$ cat src/rtl/psum_gbf_reader_pkg.sv
// ---------------------------------------------------------------------------
// psum_rd_pkg
// Shared types and constants for the psum global-buffer read/drain engine.
//   state_t      : drain FSM states (IDLE, READ, WAIT, SEND, FREE)
//   BUF1 / BUF2  : buffer-number encoding, same as the writer's psum_gbf_w_num
//   beats()      : number of output beats per psum_gbf entry
// ---------------------------------------------------------------------------
package psum_rd_pkg;

   typedef enum logic [2:0] {
      IDLE = 3'd0,
      READ = 3'd1,
      WAIT = 3'd2,
      SEND = 3'd3,
      FREE = 3'd4
   } state_t;

   localparam logic BUF1 = 1'b0;
   localparam logic BUF2 = 1'b1;

   function automatic int beats(input int data_w, input int out_w);
      return data_w / out_w;
   endfunction

endpackage

$ cat src/rtl/psum_gbf_reader_if.sv
// ---------------------------------------------------------------------------
// psum_gbf_reader_if
// Output beat stream from the psum drain engine toward the off-chip/DMA path.
//   out_valid : beat valid (source)
//   out_data  : beat payload, OUT_DATA_BITWIDTH wide (source)
//   out_last  : final beat of the drained buffer (source)
//   out_ready : sink accepts the beat (sink)
// Handshake: a beat transfers on a rising clock edge where out_valid and
// out_ready are both high. Once out_valid is raised, out_valid, out_data and
// out_last hold steady until that transfer; out_valid never depends
// combinationally on out_ready.
// ---------------------------------------------------------------------------
interface psum_gbf_reader_if #(
   parameter int OUT_DATA_BITWIDTH = 128
);
   logic                         out_valid;
   logic [OUT_DATA_BITWIDTH-1:0] out_data;
   logic                         out_last;
   logic                         out_ready;

   modport master (output out_valid, output out_data, output out_last, input out_ready);
   modport slave  (input out_valid, input out_data, input out_last, output out_ready);
endinterface

$ cat src/rtl/psum_gbf_reader_serializer.sv
// ---------------------------------------------------------------------------
// psum_beat_serializer
// Holds one wide psum word and emits it as BEATS narrow beats, LSB slice first.
//   clk, reset   : clock, synchronous active-high reset
//   load         : capture load_data into the hold register, start at beat 0
//   load_data    : wide psum word
//   load_last    : this word is the final entry of the buffer
//   out_ready    : sink accepts the current beat
//   out_valid    : beat valid
//   out_data     : current beat (low slice of the hold register)
//   out_last     : final beat of the final entry
//   done         : last beat of this word is transferring this cycle
// ---------------------------------------------------------------------------
module psum_beat_serializer
   import psum_rd_pkg::*;
#(
   parameter int DATA_W = 512,
   parameter int OUT_W  = 128
) (
   input  logic              clk,
   input  logic              reset,
   input  logic              load,
   input  logic [DATA_W-1:0] load_data,
   input  logic              load_last,
   input  logic              out_ready,
   output logic              out_valid,
   output logic [OUT_W-1:0]  out_data,
   output logic              out_last,
   output logic              done
);
   localparam int BEATS  = beats(DATA_W, OUT_W);
   localparam int BEAT_W = (BEATS > 1) ? $clog2(BEATS) : 1;
   localparam logic [BEAT_W-1:0] LAST_BEAT = BEAT_W'(BEATS - 1);

   logic [DATA_W-1:0] hold;
   logic [BEAT_W-1:0] beat;
   logic              valid;
   logic              entry_last;
   logic              accept;

   assign accept = valid & out_ready;
   assign done   = accept & (beat == LAST_BEAT);

   // The hold register shifts right on each accepted beat so the current
   // beat is always the low slice; nothing moves while stalled.
   always_ff @(posedge clk) begin
      if (reset) begin
         hold       <= '0;
         beat       <= '0;
         valid      <= 1'b0;
         entry_last <= 1'b0;
      end else if (load) begin
         hold       <= load_data;
         beat       <= '0;
         valid      <= 1'b1;
         entry_last <= load_last;
      end else if (accept) begin
         hold <= hold >> OUT_W;
         if (beat == LAST_BEAT) begin
            beat  <= '0;
            valid <= 1'b0;
         end else begin
            beat <= beat + BEAT_W'(1);
         end
      end
   end

   assign out_valid = valid;
   assign out_data  = hold[OUT_W-1:0];
   assign out_last  = valid & entry_last & (beat == LAST_BEAT);

endmodule

$ cat src/rtl/psum_gbf_reader.sv
// ---------------------------------------------------------------------------
// psum_gbf_reader
// Drains completed psum_gbf buffers (buf1/buf2) entry by entry, serializes
// each wide entry into narrow beats and releases the buffer to the writer.
//   clk, reset          : clock, synchronous active-high reset
//   buf_done/_num       : completion pulse and buffer number (0=buf1, 1=buf2)
//   drain_len           : valid entries in the completed buffer
//   rd_en1/2, rd_addr   : psum_gbf read port (1-cycle read latency)
//   rd_data1/2          : psum_gbf read data
//   out_if (master)     : output beat stream (valid/ready, data, last)
//   buf1_free/buf2_free : one-cycle release pulses
//   overrun             : sticky, buf_done hit a pending/draining buffer
//   clr_en/num/addr     : zero-write port, active only with PSUM_RD_CLEAR_EN
//   fsm_state           : current FSM state, for debug
// Build option: define PSUM_RD_CLEAR_EN to zero every entry as it is drained;
// otherwise the clear port is tied to zero.
// ---------------------------------------------------------------------------
module psum_gbf_reader
   import psum_rd_pkg::*;
#(
   parameter int PSUM_GBF_DATA_BITWIDTH = 512,
   parameter int PSUM_GBF_ADDR_BITWIDTH = 5,
   parameter int PSUM_GBF_DEPTH         = 32,
   parameter int OUT_DATA_BITWIDTH      = 128
) (
   input  logic                              clk,
   input  logic                              reset,
   input  logic                              buf_done,
   input  logic                              buf_done_num,
   input  logic [PSUM_GBF_ADDR_BITWIDTH:0]   drain_len,
   output logic                              rd_en1,
   output logic                              rd_en2,
   output logic [PSUM_GBF_ADDR_BITWIDTH-1:0] rd_addr,
   input  logic [PSUM_GBF_DATA_BITWIDTH-1:0] rd_data1,
   input  logic [PSUM_GBF_DATA_BITWIDTH-1:0] rd_data2,
   psum_gbf_reader_if.master                 out_if,
   output logic                              buf1_free,
   output logic                              buf2_free,
   output logic                              overrun,
   output logic                              clr_en,
   output logic                              clr_num,
   output logic [PSUM_GBF_ADDR_BITWIDTH-1:0] clr_addr,
   output state_t                            fsm_state
);
   localparam int LEN_W = PSUM_GBF_ADDR_BITWIDTH + 1;

   state_t           state, next_state;
   logic [1:0]       pending, pending_next;
   logic [LEN_W-1:0] len_q [2];
   logic [LEN_W-1:0] len_clamped;
   logic [LEN_W-1:0] entry;
   logic             sel, pick, last_served, overrun_q;
   logic             done_accept, entry_last;
   logic             ser_load, ser_done;

   assign len_clamped = (drain_len > LEN_W'(PSUM_GBF_DEPTH)) ? LEN_W'(PSUM_GBF_DEPTH) : drain_len;
   // Pending stays set through the whole drain, so a repeat buf_done for the
   // buffer being read (including its FREE cycle) is caught as overrun.
   assign done_accept = buf_done & ~pending[buf_done_num];
   // Both pending: alternate away from the buffer served last.
   assign pick       = (&pending) ? ~last_served : pending[1];
   assign entry_last = (entry == len_q[sel] - LEN_W'(1));

   always_comb begin
      pending_next = pending;
      if (state == FREE) pending_next[sel] = 1'b0;
      if (done_accept)   pending_next[buf_done_num] = 1'b1;
   end

   always_comb begin
      next_state = state;
      ser_load   = 1'b0;
      case (state)
         IDLE: if (|pending) next_state = (len_q[pick] != '0) ? READ : FREE;
         READ: next_state = WAIT;
         WAIT: begin
            ser_load   = 1'b1;
            next_state = SEND;
         end
         SEND: if (ser_done) next_state = entry_last ? FREE : READ;
         FREE: next_state = IDLE;
         default: next_state = IDLE;
      endcase
   end

   always_ff @(posedge clk) begin
      if (reset) begin
         state       <= IDLE;
         pending     <= 2'b00;
         len_q       <= '{default: '0};
         entry       <= '0;
         sel         <= BUF1;
         last_served <= BUF2;
         overrun_q   <= 1'b0;
      end else begin
         state   <= next_state;
         pending <= pending_next;
         if (done_accept) len_q[buf_done_num] <= len_clamped;
         if (buf_done && pending[buf_done_num]) overrun_q <= 1'b1;
         if (state == IDLE && |pending) begin
            sel   <= pick;
            entry <= '0;
         end
         if (state == SEND && ser_done && !entry_last) entry <= entry + LEN_W'(1);
         if (state == FREE) last_served <= sel;
      end
   end

   psum_beat_serializer #(
      .DATA_W (PSUM_GBF_DATA_BITWIDTH),
      .OUT_W  (OUT_DATA_BITWIDTH)
   ) u_ser (
      .clk       (clk),
      .reset     (reset),
      .load      (ser_load),
      .load_data ((sel == BUF2) ? rd_data2 : rd_data1),
      .load_last (entry_last),
      .out_ready (out_if.out_ready),
      .out_valid (out_if.out_valid),
      .out_data  (out_if.out_data),
      .out_last  (out_if.out_last),
      .done      (ser_done)
   );

   assign rd_en1    = (state == READ) && (sel == BUF1);
   assign rd_en2    = (state == READ) && (sel == BUF2);
   assign rd_addr   = entry[PSUM_GBF_ADDR_BITWIDTH-1:0];
   assign buf1_free = (state == FREE) && (sel == BUF1);
   assign buf2_free = (state == FREE) && (sel == BUF2);
   assign overrun   = overrun_q;
   assign fsm_state = state;

`ifdef PSUM_RD_CLEAR_EN
   // WAIT follows READ directly and entry has not moved yet, so entry is
   // the address just read; the psum_gbf port must be read-first.
   assign clr_en   = (state == WAIT);
   assign clr_num  = (state == WAIT) ? sel : 1'b0;
   assign clr_addr = (state == WAIT) ? entry[PSUM_GBF_ADDR_BITWIDTH-1:0] : '0;
`else
   assign clr_en   = 1'b0;
   assign clr_num  = 1'b0;
   assign clr_addr = '0;
`endif

endmodule

$ cat src/flat_wrapper.sv
// flat-port wrapper written by rule: the top's interface ports become plain ports
module psum_gbf_reader_flat import psum_rd_pkg::*;
#(
   parameter int PSUM_GBF_DATA_BITWIDTH = 512,
   parameter int PSUM_GBF_ADDR_BITWIDTH = 5,
   parameter int PSUM_GBF_DEPTH         = 32,
   parameter int OUT_DATA_BITWIDTH      = 128
)
  (clk, reset, buf_done, buf_done_num, drain_len, rd_en1, rd_en2, rd_addr, rd_data1, rd_data2, buf1_free, buf2_free, overrun, clr_en, clr_num, clr_addr, fsm_state, out_if_out_valid, out_if_out_data, out_if_out_last, out_if_out_ready);
  psum_gbf_reader_if #(.OUT_DATA_BITWIDTH(OUT_DATA_BITWIDTH)) out_if_i ();
  input  logic clk;
  input  logic reset;
  input  logic buf_done;
  input  logic buf_done_num;
  input  logic [PSUM_GBF_ADDR_BITWIDTH:0] drain_len;
  output logic rd_en1;
  output logic rd_en2;
  output logic [PSUM_GBF_ADDR_BITWIDTH-1:0] rd_addr;
  input  logic [PSUM_GBF_DATA_BITWIDTH-1:0] rd_data1;
  input  logic [PSUM_GBF_DATA_BITWIDTH-1:0] rd_data2;
  output logic buf1_free;
  output logic buf2_free;
  output logic overrun;
  output logic clr_en;
  output logic clr_num;
  output logic [PSUM_GBF_ADDR_BITWIDTH-1:0] clr_addr;
  output state_t fsm_state;
  output wire logic [$bits(out_if_i.out_valid)-1:0] out_if_out_valid;
  output wire logic [$bits(out_if_i.out_data)-1:0] out_if_out_data;
  output wire logic [$bits(out_if_i.out_last)-1:0] out_if_out_last;
  input wire logic [$bits(out_if_i.out_ready)-1:0] out_if_out_ready;
  assign out_if_out_valid = out_if_i.out_valid;
  assign out_if_out_data = out_if_i.out_data;
  assign out_if_out_last = out_if_i.out_last;
  assign out_if_i.out_ready = out_if_out_ready;
  psum_gbf_reader #(.PSUM_GBF_DATA_BITWIDTH(PSUM_GBF_DATA_BITWIDTH), .PSUM_GBF_ADDR_BITWIDTH(PSUM_GBF_ADDR_BITWIDTH), .PSUM_GBF_DEPTH(PSUM_GBF_DEPTH), .OUT_DATA_BITWIDTH(OUT_DATA_BITWIDTH)) u_core (.clk(clk), .reset(reset), .buf_done(buf_done), .buf_done_num(buf_done_num), .drain_len(drain_len), .rd_en1(rd_en1), .rd_en2(rd_en2), .rd_addr(rd_addr), .rd_data1(rd_data1), .rd_data2(rd_data2), .out_if(out_if_i), .buf1_free(buf1_free), .buf2_free(buf2_free), .overrun(overrun), .clr_en(clr_en), .clr_num(clr_num), .clr_addr(clr_addr), .fsm_state(fsm_state));
endmodule
$ cat config.mk
export PLATFORM = sky130hd
export DESIGN_NAME = psum_gbf_reader_flat
export DESIGN_NICKNAME = d
export VERILOG_FILES = /design/src/rtl/psum_gbf_reader_pkg.sv /design/src/rtl/psum_gbf_reader_if.sv /design/src/rtl/psum_gbf_reader_serializer.sv /design/src/rtl/psum_gbf_reader.sv /design/src/flat_wrapper.sv
export SDC_FILE = /design/constraint.sdc
export NUM_CORES = 1
export LEC_CHECK = 0
export BUFFER_PORTS_ARGS = -buffer_cell sky130_fd_sc_hd__buf_2
export CAP_MARGIN = 20
export CORE_AREA = 5 5 457 459
export DETAILED_ROUTE_END_ITERATION = 16
export DIE_AREA = 0 0 462 464
export GPL_TIMING_DRIVEN = 0
export PLACE_DENSITY = 0.37
export REMOVE_ABC_BUFFERS = 1
export SYNTH_ARGS = -nofsm -noshare
export SYNTH_HDL_FRONTEND = slang
export SYNTH_HIERARCHICAL = 1
export SYNTH_SLANG_ARGS = --single-unit
$ cat constraint.sdc
create_clock -name clk -period 3.5 [get_ports clk]
set_input_delay 1.05 -clock clk [delete_from_list [all_inputs] [get_ports clk]]
set_output_delay 1.05 -clock clk [all_outputs]
set_load 0.02 [all_outputs]
==> results of run 1 <==
==> state kept, by name, indices dropped and copies added (netlist names) <==
register and cells:
u_core/len_q 12, u_core/u_ser/out_valid 1, u_core/pending 2, u_core/last_served 1, u_core/overrun 1, u_core/u_ser/entry_last 1
u_core/entry 6, u_core/u_ser/beat 2, u_core/u_ser/hold 512, u_core/sel 1, u_core/fsm_state 3
==> worst max-delay path by stage <==
stage / depth (start not counted) / slack [ps] / start / to
floorplan: 3 / -62100 / u_core/fsm_state[0]$_SDFFE_PP0P_ / u_core/u_ser/hold[125]$_SDFFE_PP0P_
global placement: 3 / -125910 / u_core/fsm_state[0]$_SDFFE_PP0P_ / u_core/u_ser/hold[21]$_SDFFE_PP0P_
detailed placement: 21 / -1030 / u_core/fsm_state[1]$_SDFFE_PP0P_ / u_core/u_ser/hold[212]$_SDFFE_PP0P_
CTS: 17 / 20 / u_core/fsm_state[1]$_SDFFE_PP0P_ / u_core/u_ser/hold[99]$_SDFFE_PP0P_
global route: 16 / 2 / u_core/fsm_state[1]$_SDFFE_PP0P_ / u_core/u_ser/hold[131]$_SDFFE_PP0P_
finish: 16 / 250 / u_core/fsm_state[1]$_SDFFE_PP0P_ / u_core/u_ser/hold[212]$_SDFFE_PP0P_
==> what timing repair did <==
action,4_1_cts,5_1_grt
buffers inserted,3,0
setup endpoints to repair,98,39
pin swaps,1,1
gates cloned,2,3
endpoints found under the hold margin,0,0
resized for setup,10,11
==> stage by stage <==
step	cells	total power, mW
floorplan	3131	10.5
global placement	6996	11.9
detailed placement	7114	14.8
CTS	7252	23.2
global route	7256	24.1
finish	7276	22.7
==> power breakdown <==
group / switching [mW] / total [mW] / internal, mW
Sequential: 0.576 / 7.82 / 7.25
Combinational: 3.60 / 6.82 / 3.22
Clock: 3.29 / 8.06 / 4.77
==> layout make-up <==
type	count	area, um2	share of cell area (%)
Clock inverter	17	282	0.665
Antenna cell	25	62.6	0.148
Multi-Input combinational cell	2585	17600	41.7
Timing Repair Buffer	1295	7840	18.5
Tap cell	2688	3360	7.95
Sequential cell	542	10900	25.7
Inverter	4	15.0	0.0355
Clock buffer	120	2270	5.36
==> routing by layer <==
layer  vias to the layer above  GRT usage, %  part of all wire [%]
met4                       112          3.58                   2.4
met3                       315          5.33                   9.4
li1                      14805             -                     -
met5                         -             0                  0.45
met2                      1102          23.1                    46
met1                     13997          17.3                    42
==> cell usage after synthesis, drive strengths merged <==
| cell | count | area [um2] |
|---|---|---|
| o21ai | 8 | 40.0 |
| conb | 1 | 3.75 |
| nor4b | 1 | 8.76 |
| buf | 290 | 1880 |
| o211ai | 1 | 7.51 |
| a22oi | 1 | 7.51 |
| nand3 | 4 | 20.0 |
| and3 | 4 | 25.0 |
| xor2 | 2 | 17.5 |
| inv | 4 | 15.0 |
| and4b | 1 | 10.0 |
| or3b | 1 | 8.76 |
| or2 | 1 | 6.26 |
| nor2b | 393 | 2460 |
| a211oi | 1 | 12.5 |
| nand4 | 1 | 6.26 |
| nor3 | 780 | 3900 |
| ha | 3 | 37.5 |
| nand2 | 136 | 510 |
| nor2 | 25 | 93.8 |
| a31o | 1 | 8.76 |
| nand3b | 129 | 968 |
| clkbuf | 230 | 863 |
| xnor2 | 6 | 52.6 |
| nand2b | 5 | 31.3 |
| and2 | 2 | 12.5 |
| mux2 | 514 | 5790 |
| dfxtp | 542 | 10900 |
| a31oi | 1 | 6.26 |
| a21oi | 140 | 701 |
| mux2i | 21 | 210 |
| o22ai | 3 | 25.0 |
| o21bai | 1 | 7.51 |
| a21boi | 1 | 7.51 |
| nand4bb | 1 | 11.3 |
| nor4bb | 1 | 10.0 |
| nor3b | 2 | 15.0 |
| nor4 | 387 | 2520 |
==> worst max-delay path, delay by kind of cell, from the launching register on <==
family	cells	cell delay, ps
buffers and inverters	13	2130
flip-flops	1	400
AND/OR/NAND/NOR	3	550
==> logic make-up after synthesis <==
| family | after synthesis | share of synthesized area, % |
|---|---|---|
| adders and majority gates | 3 | 0.120 |
| muxes | 535 | 19.3 |
| xor gates and xnor gates | 8 | 0.225 |
| and+or+nand+nor | 1874 | 34.1 |
| other | 1 | 0.0120 |
| AOI/OAI and AO/OA | 158 | 2.64 |
| DFF | 542 | 34.8 |
| buffers and inverters | 524 | 8.84 |
==> out/results.tsv, run 1 <==
metric	value	unit
status	finished clean	
vias	30331	
layout_commonest_cell	buf_2	
rsz0062_at_grt	false	
leakage	16.6	nW
antenna_found_initial	154	
critical_path.cell_chain	inv_1 -> nor3_4 -> buf_6 -> buf_6 -> buf_12 -> buf_16 -> buf_12 -> buf_12 -> buf_8 -> buf_6 -> buf_8 -> buf_6 -> buf_8 -> buf_8 -> nor3_2 -> nor4_1	
max_freq	0.308	GHz
final_util	20.7	%
drtPass1Iterations	5	
slowest_delay	400	ps
crit_required	4090	ps
maxCapViolations	0	
setup_ws	252	ps
r2r_setup_slack	250	ps
grt_util_all_layers	14.1	%
hold_buffers	0	
cts_buffer_depth	3	
synth_cell_types	43	
final_cell_mix	1176 x buf_2, 775 x nor3_1, 540 x dfxtp_1, 514 x mux2_2, 393 x nor2b_1	
rows	166	
layout_min_cycle_time	3250	ps
fin_skew	21.4	ps
crit_path_end_kind	flip-flop	
drv_slew	0	
overflow	0	
core	0.204	mm2
cts_tree	done	
cts-root-buf	clkbuf_16	
synth-seq-cells	542	
drc	0	
ant_nets	0	
r2r_end	u_core/u_ser/hold[212]$_SDFFE_PP0P_	
finalSetupTns	0	ps
dp_hpwl	127	mm
grt_max_degree	123	
worstSetupPathType	flip-flop to flip-flop	
rr_startpoint	u_core/fsm_state[1]$_SDFFE_PP0P_	
fill_cells	22814	
r2r_cells	16	
numCtsBuffers	75	
gp_congestion	0.972	
hold_viol	0	
relSlewSlack	41.7	%
die_h	464	um
path_clk_slew	60	ps
syn-cell-area	0.0312	mm2
numPortBuffers	1177	
avgSynthCellArea	8.55	um2
htree_levels	3	
arrival	3840	ps
drtIter0Drc	1503	
cp_slowest_cell	dfxtp_4	
min_to	u_core/last_served$_SDFFE_PP1N_	
powerDensity	537	mW/mm2
totalWireLength	160	mm
peakVddDrop	315	uV
place_ws	-1030	ps
insertion_delay	690	ps
syn_inst	3645	
min_delay_path_depth	2	
grt_pass1_wl	218	mm
ys_warn_count	6	
setup_viol	0	
cp_max_fo	32	
fp.dieW	462	um
wl_per_cell	22.0	um
worstHoldPathType	flip-flop to flip-flop	
tightest_slew	874	ps
drive_gt1_share	42.8	%
start_util	15.3	%
grt_pass1_vias	29326	
design_area	0.0423	mm2
die_area	0.214	mm2
finalCritPeriodShare	92.8	%
io_pins	1185	
vias_per_cell	4.17	
hold_start	u_core/last_served$_SDFFE_PP1N_	
area_growth	35.8	%
cts_sinks	542	
post_dp_cell_area	0.0395	mm2
yosysSeqAreaShare	34.8	%
cp-start-kind	flip-flop	
fin_nets	5541	
hold_ws	462	ps
Note: power is estimated with default switching activity, not from simulation.
==> run 2, diff against run 1 <==
--- a/config.mk
+++ b/config.mk
@@ -7,9 +7,9 @@
 export LEC_CHECK = 0
 export BUFFER_PORTS_ARGS = -buffer_cell sky130_fd_sc_hd__buf_2
 export CAP_MARGIN = 20
-export CORE_AREA = 5 5 457 459
+export CORE_AREA = 5 5 458 460
 export DETAILED_ROUTE_END_ITERATION = 16
-export DIE_AREA = 0 0 462 464
+export DIE_AREA = 0 0 463 465
 export GPL_TIMING_DRIVEN = 0
 export PLACE_DENSITY = 0.37
 export REMOVE_ABC_BUFFERS = 1
==> constraint.sdc (replaced) <==
create_clock -name clk -period 3.5 [get_ports clk]
set_input_delay 1.05 -clock clk [delete_from_list [all_inputs] [get_ports clk]]
set_output_delay 1.05 -clock clk [all_outputs]
set_load 0.1 [all_outputs]
==> run 2 against run 1 <==
Clock power increased by 4.5%; global-route usage is 0.23 points higher; combinational power increased by 28%; sequential share of layout area about the same; flip-flop and latch count unchanged; final area rose by 0.19%; wire length increased by 1.8%; clock skew is 2.4 ps higher; core utilization down 0.13 points; register-to-register slack better by 20 ps.
==> out/results.tsv, run 2 (synthesized netlist as in run 1, its figures left out) <==
metric	value	unit	change
die_h	465	um	was 464 um
path_buf_inv	2		was 13
max_freq	0.305	GHz	was 0.308 GHz
setup_ws	222	ps	was 252 ps
r2r_end	u_core/u_ser/hold[129]$_SDFFE_PP0P_		was u_core/u_ser/hold[212]$_SDFFE_PP0P_
layout_min_cycle_time	3280	ps	was 3250 ps
layout_commonest_cell	buf_2		unchanged
fill_cells	22990		was 22814
instances_no_fill	7296		was 7276
powerDensity	589	mW/mm2	was 537 mW/mm2
cp-start-kind	flip-flop		unchanged
crit_path_end_kind	output pin		was flip-flop
peakVddDrop	324	uV	was 315 uV
hold_viol	0		unchanged
r2r_cells	16		unchanged
htree_levels	3		unchanged
arrival	2230	ps	was 3840 ps
drtPass1Iterations	7		was 5
drive_gt1_share	42.9	%	was 42.8%
relSlewSlack	36.9	%	was 41.7%
final_cell_mix	1176 x buf_2, 776 x nor3_1, 539 x dfxtp_1, 514 x mux2_2, 392 x nor2b_1		was 1176 x buf_2, 775 x nor3_1, 540 x dfxtp_1, 514 x mux2_2, 393 x nor2b_1
largest-register	u_core/u_ser/hold		unchanged
start_util	15.2	%	was 15.3%
cts-root-buf	clkbuf_16		unchanged
finalCritPeriodShare	93.7	%	was 92.8%
cp_max_fo	49		was 32
totalWireLength	163	mm	was 160 mm
rows	167		was 166
grt_pass1_wl	223	mm	was 218 mm
min_to	u_core/u_ser/hold[473]$_SDFFE_PP0P_		was u_core/last_served$_SDFFE_PP1N_
dp_hpwl	130	mm	was 127 mm
overflow	0		unchanged
status	finished clean		unchanged
area_growth	36.0	%	was 35.8%
core	0.206	mm2	was 0.204 mm2
cts_buffer_depth	3		unchanged
vias_per_cell	4.15		was 4.17
cp_top_family	buffers and inverters		unchanged
setup.worst_path.start	u_core/sel$_SDFFE_PP0P_		was u_core/fsm_state[1]$_SDFFE_PP0P_
slowest_delay	570	ps	was 400 ps
vias	30281		was 30331
numCtsBuffers	76		was 75
cp_slowest_cell	dfxtp_4		unchanged
die_area	0.215	mm2	was 0.214 mm2
hold_start	u_core/u_ser/hold[473]$_SDFFE_PP0P_		was u_core/last_served$_SDFFE_PP1N_
ant_nets	0		unchanged
min_delay_path_depth	2		unchanged
fin_nets	5544		was 5541
fin_skew	23.7	ps	was 21.4 ps
gp_congestion	0.985		was 0.972
top_regs	u_core/u_ser/hold x512, u_core/len_q x12, u_core/entry x6		unchanged
drtIter0Drc	1348		was 1503
maxCapViolations	0		unchanged
wl_per_cell	22.4	um	was 22.0 um
place_ws	-911	ps	was -1030 ps
r2r_setup_slack	270	ps	was 250 ps
cts_tree	done		unchanged
worstSetupPathType	flip-flop to output pin		was flip-flop to flip-flop
rr_startpoint	u_core/fsm_state[1]$_SDFFE_PP0P_		unchanged
io_pins	1185		unchanged
antenna_found_initial	162		was 154
largest_reg_flops	512		unchanged
dp_cells	7135		was 7114
cts_sinks	542		unchanged
rsz0062_at_grt	false		unchanged
worstHoldPathType	flip-flop to flip-flop		unchanged
critical_path.cell_chain	buf_16 -> nor4bb_1 -> buf_4		was inv_1 -> nor3_4 -> buf_6 -> buf_6 -> buf_12 -> buf_16 -> buf_12 -> buf_12 -> buf_8 -> buf_6 -> buf_8 -> buf_6 -> buf_8 -> buf_8 -> nor3_2 -> nor4_1
insertion_delay	690	ps	about the same
drc	0		unchanged
drv_slew	0		unchanged
fp.dieW	463	um	was 462 um
crit_required	2450	ps	was 4090 ps
path_clk_slew	50	ps	was 60 ps
setup_viol	0		unchanged
grt_util_all_layers	14.3	%	was 14.1%
tightest_slew	940	ps	was 874 ps
numPortBuffers	1177		unchanged
grt_max_degree	116		was 123
grt_pass1_vias	29300		was 29326
leakage	16.6	nW	about the same
## run 2: cell count changes in the layout (fill, tap and decap cells not counted), moves of 3 or more
| cell | delta |
|---|---|
| bufinv_16 | +5 |
| buf_8 | -8 |
| clkbuf_8 | -4 |
| clkbuf_1 | -8 |
| clkinv_2 | +3 |
| diode_2 | +3 |
| buf_6 | +14 |
## run 2: worst max-delay path by stage
stage / to / slack (ps) / cells after the start
6_report: rd_en2 / 220 / 3
2_1_floorplan: u_core/u_ser/hold[125]$_SDFFE_PP0P_ / -62630 / 3
5_1_grt: u_core/u_ser/hold[257]$_SDFFE_PP0P_ / 20 / 16
3_5_place_dp: u_core/u_ser/hold[382]$_SDFFE_PP0P_ / -910 / 17
4_1_cts: u_core/u_ser/hold[150]$_SDFFE_PP0P_ / 20 / 17
3_3_place_gp: u_core/u_ser/hold[147]$_SDFFE_PP0P_ / -130030 / 3
## run 2: cell type report
type | instances | area, um2 | share of cell area (%)
multi-input combinational | 2585 | 17600 | 41.6
sequential | 542 | 10900 | 25.6
timing repair buffer | 1297 | 7780 | 18.4
tap | 2704 | 3380 | 7.98
clock buffer | 109 | 2210 | 5.21
clock inverter | 27 | 452 | 1.07
antenna | 28 | 70.1 | 0.165
inverter | 4 | 15.0 | 0.0354
## run 2: power by group
| part | total (mW) | switching [mW] | leakage [nW] | internal (mW) |
|---|---|---|---|---|
| Combinational | 8.71 | 5.53 | 10.9 | 3.19 |
| Sequential | 7.82 | 0.578 | 4.42 | 7.25 |
| Clock | 8.42 | 3.34 | 1.30 | 5.09 |
| Total | 25.0 | 9.44 | 16.6 | 15.5 |
## run 2: stage by stage
stage	util, %	instance area [um2]	TNS, ps	total power, mW	hold slack, ps
2_1_floorplan	-	28400	-	11.2	425
3_3_place_gp	18.3	37700	-	12.5	449
3_5_place_dp	19.2	39600	-50600	16.7	461
4_1_cts	20.6	42300	0	25.5	478
5_1_grt	20.6	42300	0	26.4	492
6_report	20.6	42400	0	25.0	481
## run 2: routing by layer
layer	track usage [%]	routed length, um	up-vias
li1	-	-	14825
met4	3.88	4200	96
met5	0	602	-
met1	18.2	71700	13930
met2	23.1	73700	1112
met3	4.94	13000	318
## run 2: repair_timing
action,4_1_cts,5_1_grt
hold buffers,0,0
setup endpoints to repair,138,47
cloned,0,3
resized for setup,14,9
setup buffers,3,0
pin swaps,1,1
hold endpoints to repair,0,0
## run 2: worst min-delay path, cell delays in order (launching register included)
cell	delay, ps
dfxtp_1	310
nand3b_1	70
a21oi_1	60
